--- src/rtl/pwm_meas_pkg.sv ---
// Shared types and default constants for the PWM period/high-time measurement block.
package pwm_meas_pkg;

    typedef enum logic [1:0] {
        IDLE = 2'd0,
        HIGH = 2'd1,
        LOW  = 2'd2
    } state_t;

    localparam int unsigned CNT_W_DEF   = 20;
    localparam int unsigned TIMEOUT_DEF = 1000000;

endpackage

--- src/rtl/pwm_edge_det.sv ---
// Two-flop synchroniser, optional 3-sample glitch filter and rise/fall detector for pwm_in.
// Optional feature: define PWM_MEAS_GLITCH_FILT_EN to enable the glitch filter.
module pwm_edge_det (
    input  logic clk,
    input  logic rst,
    input  logic pwm_in,
    output logic lvl,
    output logic rise,
    output logic fall
);

    logic sync1;
    logic sync2;
    logic prev;

    always_ff @(posedge clk) begin
        if (rst) begin
            sync1 <= 1'b0;
            sync2 <= 1'b0;
        end else begin
            sync1 <= pwm_in;
            sync2 <= sync1;
        end
    end

`ifdef PWM_MEAS_GLITCH_FILT_EN
    logic [1:0] hist;
    logic       filt_q;

    always_ff @(posedge clk) begin
        if (rst) begin
            hist   <= '0;
            filt_q <= 1'b0;
        end else begin
            hist   <= {hist[0], sync2};
            filt_q <= lvl;
        end
    end

    // Level follows sync2 once three consecutive samples agree; otherwise it holds.
    always_comb begin
        lvl = filt_q;
        if ((sync2 == hist[0]) && (hist[0] == hist[1])) begin
            lvl = sync2;
        end
    end
`else
    always_comb begin
        lvl = sync2;
    end
`endif

    always_ff @(posedge clk) begin
        if (rst) begin
            prev <= 1'b0;
        end else begin
            prev <= lvl;
        end
    end

    always_comb begin
        rise = lvl & ~prev;
        fall = ~lvl & prev;
    end

endmodule

--- src/rtl/pwm_meas.sv ---
// PWM period / high-time meter with idle timeout and stuck-level report.
// Optional feature: define PWM_MEAS_GLITCH_FILT_EN to filter pulses shorter than 3 clk.
module pwm_meas
    import pwm_meas_pkg::*;
#(
    parameter int unsigned CNT_W   = CNT_W_DEF,
    parameter int unsigned TIMEOUT = TIMEOUT_DEF
) (
    input  logic             clk,
    input  logic             rst,
    input  logic             pwm_in,
    output logic [CNT_W-1:0] period_o,
    output logic [CNT_W-1:0] high_o,
    output logic             meas_valid_o,
    output logic             timeout_o,
    output logic             stuck_lvl_o
);

    localparam logic [CNT_W-1:0] TO_VAL = CNT_W'(TIMEOUT);
    localparam logic [CNT_W-1:0] ONE    = CNT_W'(1);

    if ((TIMEOUT < 2) || (64'(TIMEOUT) >= (64'd1 << CNT_W))) begin : g_bad_timeout
        $error("pwm_meas: TIMEOUT out of range for CNT_W");
    end

    logic lvl;
    logic rise;
    logic fall;

    pwm_edge_det u_edge_det (
        .clk    (clk),
        .rst    (rst),
        .pwm_in (pwm_in),
        .lvl    (lvl),
        .rise   (rise),
        .fall   (fall)
    );

    state_t           state;
    state_t           state_n;
    logic [CNT_W-1:0] cnt;
    logic [CNT_W-1:0] cnt_n;
    logic [CNT_W-1:0] pcnt;
    logic [CNT_W-1:0] pcnt_n;
    logic [CNT_W-1:0] high_lat;
    logic [CNT_W-1:0] high_lat_n;
    logic [CNT_W-1:0] period_n;
    logic [CNT_W-1:0] high_n;
    logic             valid_n;
    logic             timeout_n;
    logic             stuck_n;

    always_ff @(posedge clk) begin
        if (rst) begin
            state        <= IDLE;
            cnt          <= '0;
            pcnt         <= '0;
            high_lat     <= '0;
            period_o     <= '0;
            high_o       <= '0;
            meas_valid_o <= 1'b0;
            timeout_o    <= 1'b0;
            stuck_lvl_o  <= 1'b0;
        end else begin
            state        <= state_n;
            cnt          <= cnt_n;
            pcnt         <= pcnt_n;
            high_lat     <= high_lat_n;
            period_o     <= period_n;
            high_o       <= high_n;
            meas_valid_o <= valid_n;
            timeout_o    <= timeout_n;
            stuck_lvl_o  <= stuck_n;
        end
    end

    always_comb begin
        state_n    = state;
        high_lat_n = high_lat;
        period_n   = period_o;
        high_n     = high_o;
        valid_n    = 1'b0;
        timeout_n  = timeout_o;
        stuck_n    = stuck_lvl_o;

        if (rise || fall) begin
            cnt_n = ONE;
        end else if (cnt == TO_VAL) begin
            cnt_n = cnt;
        end else begin
            cnt_n = cnt + ONE;
        end

        if (rise) begin
            pcnt_n = ONE;
        end else if (pcnt == TO_VAL) begin
            pcnt_n = pcnt;
        end else begin
            pcnt_n = pcnt + ONE;
        end

        if (rise) begin
            timeout_n = 1'b0;
        end

        // high_lat holds the width until the closing rise so both outputs publish together.
        unique case (state)
            IDLE: begin
                if (rise) begin
                    state_n = HIGH;
                end
            end
            HIGH: begin
                if (fall) begin
                    state_n    = LOW;
                    high_lat_n = cnt;
                end else if (cnt == TO_VAL) begin
                    state_n   = IDLE;
                    timeout_n = 1'b1;
                    stuck_n   = lvl;
                end
            end
            LOW: begin
                if (rise) begin
                    state_n  = HIGH;
                    period_n = pcnt;
                    high_n   = high_lat;
                    valid_n  = 1'b1;
                end else if (cnt == TO_VAL) begin
                    state_n   = IDLE;
                    timeout_n = 1'b1;
                    stuck_n   = lvl;
                end
            end
            default: begin
                state_n = IDLE;
            end
        endcase
    end

endmodule

--- config.mk ---
export PLATFORM = sky130hd
export DESIGN_NAME = pwm_meas
export DESIGN_NICKNAME = d
export VERILOG_FILES = /design/src/rtl/pwm_meas_pkg.sv /design/src/rtl/pwm_edge_det.sv /design/src/rtl/pwm_meas.sv
export SDC_FILE = /design/constraint.sdc
export NUM_CORES = 1
export LEC_CHECK = 0
export BUFFER_PORTS_ARGS = -buffer_cell sky130_fd_sc_hd__buf_2
export CAP_MARGIN = 5
export CORE_AREA = 4 4 90 177
export CTS_BUF_LIST = sky130_fd_sc_hd__clkbuf_16
export CTS_CLUSTER_SIZE = 25
export DETAILED_ROUTE_END_ITERATION = 8
export DIE_AREA = 0 0 94 181
export HOLD_SLACK_MARGIN = 0.06
export SYNTH_ARGS = -nofsm -noshare
export SYNTH_HDL_FRONTEND = slang
export SYNTH_SLANG_ARGS = --single-unit
export TNS_END_PERCENT = 1
--- constraint.sdc ---
create_clock -name clk -period 2.5 [get_ports clk]
set_input_delay 0.5 -clock clk [delete_from_list [all_inputs] [get_ports clk]]
set_output_delay 0.5 -clock clk [all_outputs]
set_load 0.05 [all_outputs]
==> reports/results.ini <==
[detailed_routing]
dr.first_iter.drc_count=166
routed-wl-met2_um=4280
wl_um=9440
m1WireLength_um=4620
wl_per_cell_um=12.2
route.detailed.drc=0
routed_via_density=4.71
via_count=3657
top_layer=met4
wl_met3_um=395
ant_nets=0
dr.pass1.iters=4

[sta]
min_period_over_period_pct=82.8
tightest_slew_ns=0.669
slew_violations=0
skew_ns=0.0114
rsz0062_at_grt=false
slew_headroom_pct=55.3
fmax_mhz=483
setup_viol=0
final_hold_viol_count=0
tns_ns=0
layout_min_cycle_time_ns=2.07

[min_path]
hold_path_class=primary input to flop

[cts]
cts_root_buf=clkbuf_16
clk_latency_ns=0.35
clkTransAtPathRegs_ns=0.07
cts.sinks=108
cts_setup_buffers=0
ctsResizeCount=0
cts_max_path_buffers=2
htree_levels=3
cts_tree=yes
numCtsBuffers=9
hold_buffers=0

[place]
gp_congestion=0.795
placed_cells=760
placed_area_um2=4860
hpwl_um=6630
portBuffers=45

[finish]
instances_no_fill=776
area_growth_pct=15.7
antennaDiodeCount=0
fin_area_um2=5160
nets=589
layout-drive-gt1-share_pct=13.6

[yosys]
synth_area_leaders=dfxtp_1 48%, nand2_1 11%, a21oi_1 8.4%
ys_warn_count=0
synth_cell_types=52
synth-async-reset-ratio_pct=0
yosys-top-cells-count=135 x nand2_1, 108 x dfxtp_1, 75 x a21oi_1
yosys.cell_count.top_type=nand2_1
ys_seq_elements=108
synth_area_um2=4460
synth.largest_area_cell=dfxtp_1
synth_seq_area_share_pct=48.5
syn_avg_cell_area_um2=8.18
syn_nets=558
syn_inst=545
synthFlopType=dfxtp_1
synth_edf_count=0
yosysTopAreaCellShare_pct=48.5

[setup_path]
required_ns=2.74
critPathLaunch=cnt[0]
r2r-start=cnt[0]
r2r_cells=6
rrSetupSlack_ns=0.43
crit_end=stuck_lvl_o
crit_arrival_ns=2.31
end_kind=flop
start_kind=flop
crit_fanout=8
crit_type=flop to flop
reg2reg_to=stuck_lvl_o

[floorplan]
die_w_um=94
die_h_um=181
die-area_um2=17000
initial_utilization_pct=30.4
core_area_um2=14700
std_cell_rows=63
ioPinCount=46

[grt]
grt_pass1_wl_um=16100
grt_pass1_vias=3374
gr-total-overflow=0
antenna_found_initial=0
track_usage_pct=11.5
grt_max_degree=42

[status]
status=finished clean

[flow_run]
cap_violations=0

[power]
ir_drop_v=0.000301
p_leak_nw=1.80
power_density_nw_per_um2=641

-- cells by family after synthesis --
kind of cell	Yosys count	synth area share, %
AND/OR/NAND/NOR	255	27.5
flip-flops	108	48.5
AO/OA/AOI/OAI	101	12.5
buffers and inverters	48	4.10
XOR/XNOR	21	4.13
adder cells (fa/ha/maj)	10	2.81
multiplexers	2	0.477
-- critical path: stages, from the launching register on --
cell,delay (ns)
dfxtp_1,0.39
inv_1,0.10
ha_1,0.13
or4bb_2,0.64
nor3_4,0.29
nand4_1,0.13
mux2_2,0.29
-- final cells by class --
cell class	count	area, µm²
clock inverters	7	73.8
multi-input cells	389	2110
inverters	16	60.1
repair buffers	52	278
clock buffers	9	225
well taps	195	244
flip-flops and latches	108	2160
fillers	1588	9510
-- layer usage --
layer	vias up	GRT usage [%]
met1	1667	15.3
met2	67	17.7
li1	1913	-
met4	0	4.57
met3	10	2.88
met5	-	0
-- cell usage in the layout, fill, tap and decap left out, drive strengths merged, types with 3 or more instances in the layout --
| master | instances |
|---|---|
| a21oi | 75 |
| and2 | 4 |
| and4 | 4 |
| buf | 52 |
| clkbuf | 9 |
| dfxtp | 108 |
| ha | 10 |
| inv | 21 |
| nand2 | 135 |
| nand3 | 13 |
| nand4 | 13 |
| nor2 | 32 |
| nor2b | 7 |
| nor3 | 7 |
| nor4 | 7 |
| nor4b | 3 |
| o21ai | 8 |
| o31ai | 4 |
| or3 | 9 |
| or4 | 4 |
| xnor2 | 9 |
| xor2 | 12 |
-- metrics by stage --
stage | setup slack (ns) | util (%) | total power (W) | hold slack [ns]
floorplan | 0.584 | - | 0.00190 | 0.414
global placement | 0.490 | 33.1 | 0.00192 | 0.420
detailed placement | 0.448 | 33.1 | 0.00193 | 0.432
CTS | 0.428 | 35.2 | 0.00334 | 0.347
global route | 0.275 | 35.2 | 0.00344 | 0.368
finish | 0.430 | 35.2 | 0.00330 | 0.357
-- flip-flops by register name, summed over array words and instances, names as in the netlist --
name / count
cnt: 20
high_lat: 20
high_o: 20
pcnt: 20
period_o: 20
state: 2
meas_valid_o: 1
stuck_lvl_o: 1
timeout_o: 1
u_edge_det.lvl: 1
u_edge_det.prev: 1
u_edge_det.sync1: 1
-- worst min path at each step --
| stage | from | endpoint | cells past startpoint |
|---|---|---|---|
| floorplan | u_edge_det.sync1 | u_edge_det.lvl | 1 |
| global placement | u_edge_det.sync1 | u_edge_det.lvl | 1 |
| detailed placement | u_edge_det.sync1 | u_edge_det.lvl | 1 |
| CTS | pwm_in | u_edge_det.sync1 | 2 |
| global route | pwm_in | u_edge_det.sync1 | 2 |
| finish | pwm_in | u_edge_det.sync1 | 2 |
-- where the power goes --
group          leakage (nW)  switching, W  total [W]  internal [W]
Sequential            0.871     0.0000248    0.00176       0.00173
Clock                 0.148      0.000703    0.00142      0.000712
Combinational         0.785     0.0000830   0.000129     0.0000464
No activity file was read; power rests on OpenSTA's default activity.
